### src/rtl/inst_seq_driver.sv
// Programmable instruction sequencer: presents a loadable program buffer to the core's
// Instruction input with per-entry hold time, run/stop control, looping and an issue counter.
module inst_seq_driver #(
   parameter int          XLEN     = 32,
   parameter int          DEPTH    = 16,
   parameter int          AW       = $clog2(DEPTH),
   parameter int          HOLD_W   = 8,
   parameter logic [31:0] NOP_INST = 32'h00000013,
   parameter int          CNT_W    = 16
) (
   input  logic              clk,
   input  logic              reset,
   input  logic              wr_en,
   input  logic [AW-1:0]     wr_addr,
   input  logic [XLEN-1:0]   wr_inst,
   input  logic [HOLD_W-1:0] wr_hold,
   input  logic [AW:0]       prog_len,
   input  logic              start,
   input  logic              stop,
   input  logic              loop_en,
   output logic [XLEN-1:0]   Instruction,
   output logic              inst_valid,
   output logic [AW-1:0]     cur_idx,
   output logic              busy,
   output logic              done,
   output logic [CNT_W-1:0]  issued_cnt
);

   typedef enum logic [1:0] {
      IDLE  = 2'd0,
      ISSUE = 2'd1,
      DONE  = 2'd2
   } state_t;

   state_t            state, state_next;
   logic [XLEN-1:0]   inst_mem [DEPTH];
   logic [HOLD_W-1:0] hold_mem [DEPTH];
   logic [HOLD_W-1:0] hold_cnt;
   logic [AW-1:0]     last_idx;
   logic              loop_q;

   logic [AW:0]       len_clamped;
   logic              start_acc;
   logic              advance;
   logic              is_last;
   logic              wr_acc;

   // NOTE: every signal written here gets a default first, so no path leaves one unassigned and no latch is inferred.
   always_comb begin
      state_next  = state;
      len_clamped = prog_len;
      start_acc   = 1'b0;
      advance     = 1'b0;
      is_last     = (cur_idx == last_idx);
      wr_acc      = wr_en && (state != ISSUE);

      if (prog_len > (AW+1)'(DEPTH))
         len_clamped = (AW+1)'(DEPTH);

      case (state)
         IDLE, DONE: begin
            if (stop) begin
               state_next = IDLE;
            end else if (start) begin
               start_acc  = 1'b1;
               state_next = (len_clamped != '0) ? ISSUE : DONE;
            end
         end
         ISSUE: begin
            if (stop) begin
               state_next = IDLE;
            end else if (hold_cnt == '0) begin
               advance = 1'b1;
               if (is_last && !loop_q)
                  state_next = DONE;
            end
         end
         default: state_next = IDLE;
      endcase
   end

   // NOTE: sequential state uses non-blocking assignments only, so every register samples pre-edge values.
   always_ff @(posedge clk or posedge reset) begin
      if (reset) state <= IDLE;
      else       state <= state_next;
   end

   always_ff @(posedge clk or posedge reset) begin
      if (reset) begin
         cur_idx    <= '0;
         hold_cnt   <= '0;
         issued_cnt <= '0;
         last_idx   <= '0;
         loop_q     <= 1'b0;
      end else if (start_acc) begin
         cur_idx    <= '0;
         issued_cnt <= '0;
         if (len_clamped != '0) begin
            hold_cnt <= hold_mem[0];
            last_idx <= AW'(len_clamped - (AW+1)'(1));
            loop_q   <= loop_en;
         end
      end else if (state == ISSUE && !stop) begin
         if (hold_cnt != '0) begin
            hold_cnt <= hold_cnt - HOLD_W'(1);
         end else begin
            if (issued_cnt != '1)
               issued_cnt <= issued_cnt + CNT_W'(1);
            if (!is_last) begin
               cur_idx  <= cur_idx + AW'(1);
               hold_cnt <= hold_mem[cur_idx + AW'(1)];
            end else if (loop_q) begin
               cur_idx  <= '0;
               hold_cnt <= hold_mem[0];
            end
         end
      end
   end

   // NOTE: the program buffer is reset on purpose: every entry must read as a NOP with zero hold after reset.
   always_ff @(posedge clk or posedge reset) begin
      if (reset) begin
         for (int i = 0; i < DEPTH; i++) begin
            inst_mem[i] <= XLEN'(NOP_INST);
            hold_mem[i] <= '0;
         end
      end else if (wr_acc) begin
         inst_mem[wr_addr] <= wr_inst;
         hold_mem[wr_addr] <= wr_hold;
      end
   end

   assign busy        = (state == ISSUE);
   assign done        = (state == DONE);
   assign inst_valid  = busy;
   assign Instruction = busy ? inst_mem[cur_idx] : XLEN'(NOP_INST);

endmodule

### config.mk
export PLATFORM = sky130hd
export DESIGN_NAME = inst_seq_driver
export DESIGN_NICKNAME = d
export VERILOG_FILES = /design/src/rtl/inst_seq_driver.sv
export SDC_FILE = /design/constraint.sdc
export NUM_CORES = 1
export LEC_CHECK = 0
export BUFFER_PORTS_ARGS = -buffer_cell sky130_fd_sc_hd__clkbuf_2
export CAP_MARGIN = 30
export CORE_AREA = 2 2 180 359
export DETAILED_ROUTE_END_ITERATION = 7
export DIE_AREA = 0 0 182 361
export PLACE_DENSITY_LB_ADDON = 0.12
export SETUP_SLACK_MARGIN = 0.5
export SYNTH_ARGS = -nofsm -noshare
export SYNTH_HDL_FRONTEND = slang
export SYNTH_SLANG_ARGS = --single-unit
### constraint.sdc
create_clock -name clk -period 30.6 [get_ports clk]
set_clock_uncertainty 0.15 [all_clocks]
set_input_delay 4.59 -clock clk [delete_from_list [all_inputs] [get_ports clk]]
set_output_delay 4.59 -clock clk [all_outputs]
set_load 0.01 [all_outputs]
Word-level counts from Yosys, hierarchy flattened
Index checks and enable logic that the tools add are counted.
Widths: inputs -> output; s select.

word-level totals
  register bits = 675
  bits in latches = 0
  memory bits (writable) = 0
  ROM bits = 0
  input bits = 55
  output and inout port bits = 55
  logic and storage cells = 119
  memories = 0

operators by class
  add/sub/neg operators = 4
  multiply operators = 0
  div/mod/pow operators = 0
  order comparisons = 5
  equal/unequal tests = 12
  shifts and indexed selects = 0
  mux-type cells = 39
  bitwise operators = 3
  reductions and logical operators = 18

operator list
  operator               count
  $bwmux 512             1
  $bmux 32 s4            1
  $bwmux 128             1
  $demux 32 s4           1
  $mux 32                4
  $mux 8                 9
  $mux 16                4
  $bmux 8 s4             1
  $demux 8 s4            1
  $mux 4                 5
  $add 16x1->16 const B  1
  $ne 16x16->1 const B   1
  $ge 5x5->1 const B     3
  $not 4->5              3
  $mux 2                 6
  $reduce_and 3->1       4
  $logic_not 8->1        1
  $reduce_bool 8->1      1
  $sub 8x1->8 const B    1
  $ne 3x2->1 const B     2
  $ne 3x3->1 const B     2
  $gt 5x5->1 const B     1
  $lt 5x1->1 const B     1
  $mux 5                 1
  17 further kinds       25

Depth between registers and ports, before layout
Gate-level depths: netlist (run 1).

  depth in word-level cells = 9
  depth in mapped cells = 9
  mapped depth without buffers = 8

Worst setup path before layout (run 1)
Ideal clock, no wire load.

  path kind = reg-to-output
  start = register cur_idx[1]
  end = output Instruction[10]
  arrival = 2.482 ns
  data required time = 25.860 ns
  slack = 23.378 ns
  stages on the path, launching flop included = 7
  buffers on the path = 3
  cell sequence = dfrtp_1 > buf_2 > clkbuf_1 > clkbuf_1 > mux4_2 > mux4_2 > and2_1

between the ends
  cells in the longest elaborated chain, start to end = 5

ends and longest elaborated chain
  item                                        line  source
  start, declared                             23    output logic [AW-1:0] cur_idx,
  start signal, assigned                      110   cur_idx <= cur_idx + AW'(1);
  $not 4->5 (not written as such)             136   assign Instruction = busy ? inst_mem[cur_idx] : XLEN'(NOP_INST);
  $bmux 32 s4                                 136
  $mux 32 (not written as such) (2 in a row)  136
  $mux 32                                     136
  end, declared                               21    output logic [XLEN-1:0] Instruction,

Every way passes these cells. The select of a mux whose other input is x is not followed.

Worst setup path after layout (run 1)
  start = register cur_idx[0]
  end = output Instruction[29]

The elaborated chain is that of the path after synthesis.

==> results.toml, run 1 <==
[status]
outcome = "complete, no violations"

[clocking]
cts.sinks = 675
path_clk_slew_ns = 0.06
cts_made_buffers = 60
insertion_delay_ns = 0.62
clock_tree.buffer_depth = 3
cts_tree = "done"
postCtsHoldBufs = 0
cts_setup_buffers = 0
cts-resized-gates = 0
clockRootBuffer = "clkbuf_16"
cts.htree.levels = 2

[setup_path]
path_common_cell = "buf_4"
arrival_ns = 5.14
end_kind = "output pin"
crit_path_top_delay_cell = "dfrtp_4"
required_ns = 25.86
crit_chain = "buf_4 -> buf_4 -> buf_4 -> mux4_2 -> mux4_2 -> and2_1 -> clkbuf_2"
rr_startpoint = "cur_idx[0]"
slowest_delay_ns = 0.79
cp_max_fo = 44
critPathLaunch = "cur_idx[0]"
path_class = "reg2out"
crit_path_start_kind = "register"

[floorplan]
initial_core_util = 0.497
core_mm2 = 0.0628
rows = 130
die_y_um = 361
die_w_um = 182
ioPinCount = 110
dieArea_mm2 = 0.0657

[placed_design]
place_inst = 2798
portBuffers = 109
hpwlAfterDp_um = 46300
place.gp.congestion = 0.810

[final_layout]
nets = 2130
fin_cells = 2914
drive_gt1_frac = 0.547
area_delta_synth_final_pct = 11.4
final_cell_mix = "642 x mux2_2, 624 x dfrtp_1, 183 x mux4_2, 109 x clkbuf_2, 61 x clkbuf_16"
layout_commonest_cell = "mux2_2"

[synth]
synth_cells = 2024
yosysUniqueCellTypes = 65
synth-xor-area-share = 0.00421
avgSynthCellArea_um2 = 15.4
ys_ff_latch = 675
yosysSeqAreaShare = 0.544
yosysWarnings = 0
synth_compound_area_frac = 0.0260
synth_edf_count = 0
synth-simple-area-share = 0.0312
synth_fp_nets = 2084
syn_area_mm2 = 0.0312
synthAdderAreaFrac = 0.00201
synth.area.mux_share = 0.369
synth_top_family_by_area = "multiplexers"
async_flop_share = 1.00
ys.flop_type = "dfrtp_1"

[global_route]
grt_max_degree = 168
grt_overflow_total = 0
antenna_found_initial = 3
grt_pass1_vias = 19700
grtUsageTotal = 0.250
grt_pass1_wl_um = 124000

[sta]
slew_viol_final = 0
tns_ns = 0
relSlewSlack = 0.329
max_clock_freq_mhz = 101
finalSetupViolCount = 0
period_share = 0.323
worst_pin_slew_ns = 1.01
rsz0062_at_grt = "false"
period_needed_ns = 9.88
finalHoldViolCount = 0

[detailed_routing]
routed_wirelength_um = 79800
drc = 0
viasPerCell = 6.15
wire_per_inst_um = 27.4
first_iter_violations = 1055
first_pass_iters = 7
final_antenna_net_count = 0
num_vias = 17900

[pwr]
p_leak_nw = 14.7
powerDensity_mw_per_mm2 = 97.8
ir_drop_mv = 0.0624

[hold_path]
min-delay-path-class = "reg2reg"
min_from = "inst_mem[50]"

[flow_run]
maxCapViolations = 0
-- synth_stat cells, drive strengths merged, types with 9 or more instances --
master	n	area (µm²)
nand2	38	143
inv	23	86.3
mux2i	16	160
mux4	183	4120
dfstp	48	1260
a21boi	23	173
and2	32	200
a21oi	13	65.1
nor2	32	120
buf	46	189
nor3	12	60.1
nand2b	9	56.3
nand3	14	70.1
xnor2	13	114
o21ai	21	105
clkbuf	123	462
mux2	642	7230
dfrtp	627	15700
-- worst max-delay path: cells and delay by family (launching register included) --
kind | cells | cell delay, ns
multiplexers | 2 | 1.06
flip-flops | 1 | 0.79
AND/OR/NAND/NOR | 1 | 0.21
buffers and inverters | 4 | 2.34
-- worst paths after layout --
path | endpoint | slack, ns | cells past startpoint
setup / recovery | Instruction[29] | 20.72 | 7
hold / removal | inst_mem[50] | 0.35 | 1
setup reg to reg | hold_cnt[0] | 25.41 | 8
hold reg to reg | inst_mem[50] | 0.35 | 1
max in group asynchronous | inst_mem[429] | 22.49 | 6
min in group asynchronous | inst_mem[187] | 3.92 | 2
-- flip-flops by register name (all words and copies together), names as in the netlist --
signal,count
inst_mem,512
loop_q,1
last_idx,4
issued_cnt,16
cur_idx,4
hold_cnt,8
hold_mem,128
state,2
-- logic make-up (layout without fill, tap and decap cells) --
family,after synthesis,count (layout)
xor gates and xnor gates,15,15
and+or+nand+nor,180,180
AOI/OAI and AO/OA,115,115
adders and majority gates,5,5
DFF,675,675
muxes,841,841
buffers and inverters,193,290
other,0,1
-- through the flow --
stage	setup slack [ns]	util	hold WS, ns	power (mW)	instance area, µm²
detailed placement	21.19	0.519	0.340	2.62	32600
global placement	21.23	0.517	0.332	2.56	32500
floorplan	7.02	-	0.317	2.31	31200
finish	20.72	0.553	0.352	3.40	34700
global route	20.31	0.553	0.365	3.59	34700
CTS	20.53	0.552	0.355	3.43	34700
-- power breakdown --
part	internal, mW	leakage, nW	switching (mW)
registers	1.29	8.37	0.214
logic	0.654	5.31	0.437
clock network	0.461	1.04	0.342
total	2.40	14.7	0.993
-- routing by layer --
metal / track usage / part of all wire / up-vias
met2: 0.451 / 0.54 / 322
met4: 0.0705 / 0.025 / 2
met5: 0 / 0.00016 / -
met1: 0.312 / 0.40 / 9879
met3: 0.0343 / 0.033 / 124
li1: - / - / 7603
-- cell type report --
type	instances	area (µm²)
clock buffer	87	1770
timing repair buffer	153	1000
inverter	24	97.6
multi-input combinational	1156	13600
sequential	675	17000
clock inverter	26	318
tap	792	991
antenna	1	2.50
fill	5108	28000
Power figures use the tool's default switching activity.
==> run 2: changes to the inputs <==
==> constraint.sdc (replaced) <==
create_clock -name clk -period 9 [get_ports clk]
set_clock_uncertainty 0.15 [all_clocks]
set_input_delay 1.35 -clock clk [delete_from_list [all_inputs] [get_ports clk]]
set_output_delay 1.35 -clock clk [all_outputs]
set_load 0.01 [all_outputs]
==> run 2 against run 1 <==
  * Worst setup slack got worse by 17 ns
  * Flip-flop and latch count did not move
  * First-iteration DRC count fell by 19%
  * Global-route usage fell by 0.38 points
  * Via count barely moved
  * Clock power rose to 3.5 times the previous value
  * Cell count fell by 0.10%
  * Non-clock buffer count fell by 1
  * Critical path type unchanged
  * Critical endpoint is now Instruction[25]
==> results.toml, run 2 (synthesis gave the netlist of run 1 again) <==
[status]
outcome = "complete, no violations"

[clocking]
cts_made_buffers = 60
clock_tree.buffer_depth = 3
clockRootBuffer = "clkbuf_16"
path_clk_slew_ns = 0.07
cts.htree.levels = 2
postCtsHoldBufs = 0
cts.sinks = 675
insertion_delay_ns = 0.61
cts-resized-gates = 0
cts_tree = "done"
cts_setup_buffers = 0

[final_layout]
fin_cells = 2911
layout_commonest_cell = "mux2_2"
top_regs = "inst_mem (512), hold_mem (128), issued_cnt (16)"
area_delta_synth_final_pct = 11.5
largest_reg_flops = 512
multi_input_area_mm2 = 0.0136
num-fill-cells = 5063
diodes = 0
drive_gt1_frac = 0.548
regMostFlops = "inst_mem"
final_cell_mix = "642 x mux2_2, 624 x dfrtp_1, 183 x mux4_2, 109 x clkbuf_2, 61 x clkbuf_16"
regArea_mm2 = 0.0170
nets = 2129

[detailed_routing]
drc = 0
first_iter_violations = 857
first_pass_iters = 5
final_antenna_net_count = 0
wire_per_inst_um = 27.0
viasPerCell = 6.16
num_vias = 17900
routed_wirelength_um = 78600

[pwr]
ir_drop_mv = 0.195
p_leak_nw = 14.7
p_total_mw = 11.6
powerDensity_mw_per_mm2 = 333

[global_route]
grt_overflow_total = 0
antenna_found_initial = 3
grtUsageTotal = 0.246
grt_pass1_wl_um = 123000
grt_pass1_vias = 19800
grt_max_degree = 171

[setup_path]
end_kind = "output pin"
required_ns = 7.50
rr_worst_depth = 6
cp_max_fo = 47
r2r_slack_ns = 5.10
path_class = "reg2out"
r2r_end = "hold_cnt[5]"
arrival_ns = 3.88
crit_path_start_kind = "register"
rr_startpoint = "cur_idx[0]"

[sta]
max_clock_freq_mhz = 186
rsz0062_at_grt = "false"
period_needed_ns = 5.38
finalSetupViolCount = 0
worst_pin_slew_ns = 1.02
slew_viol_final = 0
period_share = 0.598
finalHoldViolCount = 0
relSlewSlack = 0.318

[floorplan]
initial_core_util = 0.497
rows = 130
ioPinCount = 110
core_mm2 = 0.0628
die_w_um = 182
dieArea_mm2 = 0.0657
die_y_um = 361

[flow_run]
maxCapViolations = 0

[hold_path]
min_from = "inst_mem[21]"
min_to = "inst_mem[21]"
min-delay-path-class = "reg2reg"
hold_path_depth = 1

[placed_design]
place.gp.congestion = 0.833
place_inst = 2797
hpwlAfterDp_um = 47000
portBuffers = 109
-- run 2: worst max path at each step --
stage / start / endpoint / slack, ns / cells past startpoint
final: cur_idx[0] / Instruction[25] / 3.62 / 5
after global routing: cur_idx[0] / Instruction[25] / 3.37 / 5
after CTS: cur_idx[0] / Instruction[6] / 3.29 / 5
after detailed placement: cur_idx[0] / Instruction[6] / 3.96 / 5
after global placement: cur_idx[0] / Instruction[5] / 4.00 / 5
after floorplan: reset / cur_idx[0] / -1.69 / 1
-- run 2: layout make-up --
type	instances	area share
tap	792	0.0285
sequential	675	0.488
multi-input combinational	1156	0.391
clock inverter	33	0.0129
inverter	24	0.00270
clock buffer	79	0.0487
timing repair buffer	152	0.0287
-- run 2: critical path: stages (launching register included) --
cell and delay [ns]:
dfrtp_4 1.03, buf_4 0.74, mux4_2 0.61, mux4_2 0.50, and2_1 0.18, clkbuf_2 0.13
-- run 2: metrics by stage --
step           setup slack (ns)   util  hold slack, ns  setup TNS (ns)  cell area [µm²]
2_1_floorplan             -1.69      -           0.317        -1061.58            31200
3_3_place_gp               4.00  0.517           0.332               0            32500
3_5_place_dp               3.96  0.519           0.340               0            32600
4_1_cts                    3.29  0.553           0.355               0            34700
5_1_grt                    3.37  0.554           0.359               0            34800
6_report                   3.62  0.554           0.351               0            34800
-- run 2: power breakdown --
part,switching (mW),total (mW),internal [mW]
Combinational,1.43,3.65,2.22
Sequential,0.757,5.13,4.38
Clock,1.17,2.79,1.62
-- run 2: layer usage --
metal  global-route usage  vias up  share of wire
met5                    0        -        0.00023
met4               0.0769        4          0.029
met3               0.0321      124          0.036
met2                0.447      360           0.54
met1                0.303     9823           0.39
li1                     -     7624              -
==> run 3: changes to the inputs <==
--- a/config.mk
+++ b/config.mk
@@ -5,11 +5,12 @@
 export SDC_FILE = /design/constraint.sdc
 export NUM_CORES = 1
 export LEC_CHECK = 0
+export ABC_AREA = 1
 export BUFFER_PORTS_ARGS = -buffer_cell sky130_fd_sc_hd__clkbuf_2
 export CAP_MARGIN = 30
-export CORE_AREA = 2 2 180 359
+export CORE_AREA = 2 2 180 358
 export DETAILED_ROUTE_END_ITERATION = 7
-export DIE_AREA = 0 0 182 361
+export DIE_AREA = 0 0 182 360
 export PLACE_DENSITY_LB_ADDON = 0.12
 export SETUP_SLACK_MARGIN = 0.5
 export SYNTH_ARGS = -nofsm -noshare
==> constraint.sdc (replaced) <==
create_clock -name clk -period 4.75 [get_ports clk]
set_clock_uncertainty 0.15 [all_clocks]
set_input_delay 0.7125 -clock clk [delete_from_list [all_inputs] [get_ports clk]]
set_output_delay 0.7125 -clock clk [all_outputs]
set_load 0.01 [all_outputs]
==> run 3 against run 2 <==
  * Final area down 1.7%
  * Critical path type unchanged
  * Largest power group unchanged
  * Utilization is 0.94 points lower
  * Sequential power increased by 90%
  * Largest cell class unchanged
  * Critical path depth increased by 1
==> results.toml, run 3 <==
[pwr]
p_total_mw = 21.1
powerDensity_mw_per_mm2 = 616
ir_drop_mv = 0.354
p_leak_nw = 16.1

[setup_path]
worst-path-buf-inv = 2
crit_chain = "buf_16 -> o21ai_0 -> o22ai_1 -> o211ai_1 -> a21oi_1 -> clkbuf_2"
cp_max_fo = 169
path_delay_family = "compound AO/OA/AOI/OAI gates"
required_ns = 3.89
crit_path_start_kind = "register"
r2r_slack_ns = 1.38
rr_startpoint = "cur_idx[0]"
r2r_end = "hold_cnt[7]"
path_class = "reg2out"
crit_path_top_delay_cell = "dfrtp_4"
slowest_delay_ns = 0.77
arrival_ns = 3.30
rr_worst_depth = 13
end_kind = "output pin"

[sta]
fin_ws_ns = 0.586
worst_pin_slew_ns = 1.04
slew_viol_final = 0
finalHoldViolCount = 0
max_clock_freq_mhz = 240
period_share = 0.877
relSlewSlack = 0.305
finalSetupViolCount = 0
rsz0062_at_grt = "true"
hold_slack_ns = 0.113
period_needed_ns = 4.16

[placed_design]
place_ws_ns = 1.16
hpwlAfterDp_um = 53700
place.gp.congestion = 0.831
portBuffers = 109

[clocking]
postCtsHoldBufs = 0
path_clk_slew_ns = 0.06
cts.sinks = 675
cts_setup_buffers = 0
cts-resized-gates = 1
cts.htree.levels = 2
cts_tree = "done"
clock_tree.buffer_depth = 3
cts_made_buffers = 59
insertion_delay_ns = 0.61
clockRootBuffer = "clkbuf_16"

[global_route]
grt_max_degree = 170
grt_pass1_wl_um = 148000
grt_pass1_vias = 25900
grt_overflow_total = 0
grtUsageTotal = 0.288
antenna_found_initial = 0

[floorplan]
initial_core_util = 0.495
dieArea_mm2 = 0.0655
rows = 130
ioPinCount = 110
die_w_um = 182
die_y_um = 360
core_mm2 = 0.0628

[detailed_routing]
first_pass_iters = 8
routed_wirelength_um = 93600
final_antenna_net_count = 0
viasPerCell = 5.81
wire_per_inst_um = 20.7
first_iter_violations = 2477
num_vias = 26300
drc = 0

[synth]
synth_fp_nets = 3819
yosysSeqAreaShare = 0.546
synth_cells = 3759
synth_area_leaders = "dfrtp_1 51%, o21ai_0 14%, nand2_1 12%, dfstp_2 4.1%, nor2_1 3.7%"
ys.flop_type = "dfrtp_1"
syn_area_mm2 = 0.0311
yosysUniqueCellTypes = 38
yosysWarnings = 0
synth_top_area_share = 0.505
ys_ff_latch = 675
avgSynthCellArea_um2 = 8.26
yosysMostFrequentCell = "nand2_1"
async_flop_share = 1.00
synth_edf_count = 0
synth_commonest_cells = "978 x nand2_1, 885 x o21ai_0, 627 x dfrtp_1"
yosysTopAreaCell = "dfrtp_1"

[final_layout]
diodes = 0
largest_reg_flops = 512
area_delta_synth_final_pct = 10.1
drive_gt1_frac = 0.0966
final_util = 0.545
layout_commonest_cell = "nand2_1"
top_regs = "inst_mem (512), hold_mem (128), issued_cnt (16)"
regMostFlops = "inst_mem"
final_cell_mix = "963 x nand2_1, 885 x o21ai_0, 623 x dfrtp_1, 307 x nor2_1, 145 x inv_1"
nets = 3735

[flow_run]
maxCapViolations = 0

[hold_path]
min-delay-path-class = "in2async"

[status]
outcome = "complete, no violations"
run 3: cell types whose count changed in the layout (fill, tap and decap cells not counted), moves of 54 or more:
cell | before | now
inv_1 | 21 | 145
mux2_2 | 642 | 0
mux4_2 | 183 | 0
nand2_1 | 37 | 963
nand3_1 | 13 | 126
nor2_1 | 23 | 307
o211ai_1 | 4 | 58
o21ai_0 | 20 | 885
o221ai_1 | 2 | 63
run 3: metrics by stage:
step / cell area (µm²) / setup TNS, ns / std cells
floorplan: 31100 / -3456.39 / 3759
finish: 34200 / 0 / 4517
global route: 34200 / 0 / 4517
CTS: 34200 / 0 / 4517
global placement: 31800 / 0 / 4398
detailed placement: 32000 / 0 / 4406
run 3: per-layer routing:
metal | routed length [µm] | up-vias | part of all wire | global-route usage
li1 | - | 12300 | - | -
met1 | 37500 | 12900 | 0.40 | 0.361
met2 | 47700 | 928 | 0.51 | 0.511
met3 | 4970 | 182 | 0.053 | 0.0302
met4 | 3390 | 0 | 0.036 | 0.108
met5 | 0 | - | 0 | 0
run 3: worst max path at each step:
| stage | from | endpoint | slack (ns) | cells past startpoint |
|---|---|---|---|---|
| final | cur_idx[0] | Instruction[22] | 0.59 | 6 |
| after global routing | cur_idx[0] | Instruction[22] | 0.42 | 8 |
| after CTS | cur_idx[0] | Instruction[22] | 0.54 | 6 |
| after detailed placement | cur_idx[0] | Instruction[22] | 1.16 | 6 |
| after global placement | cur_idx[0] | Instruction[22] | 1.12 | 8 |
| after floorplan | reset | cur_idx[0] | -5.31 | 1 |
run 3: logic make-up after synthesis:
family                     share of synthesized area
xor gates and xnor gates                     0.00592
buffers and inverters                         0.0635
adders and majority gates                    0.00201
DFF                                            0.546
and+or+nand+nor                                0.183
AOI/OAI and AO/OA                              0.200
run 3: power breakdown:
part	internal, mW	switching (mW)
sequential	8.33	1.43
clock	3.07	2.19
combinational	2.27	3.77
total	13.7	7.39
run 3: cell type report:
cell class	instances	area [µm²]
Clock buffer	96	1880
Clock inverter	15	253
Fill cell	5854	28600
Inverter	158	612
Sequential cell	675	17000
Timing Repair Buffer	164	1230
Tap cell	792	991
Multi-Input combinational cell	2617	12300
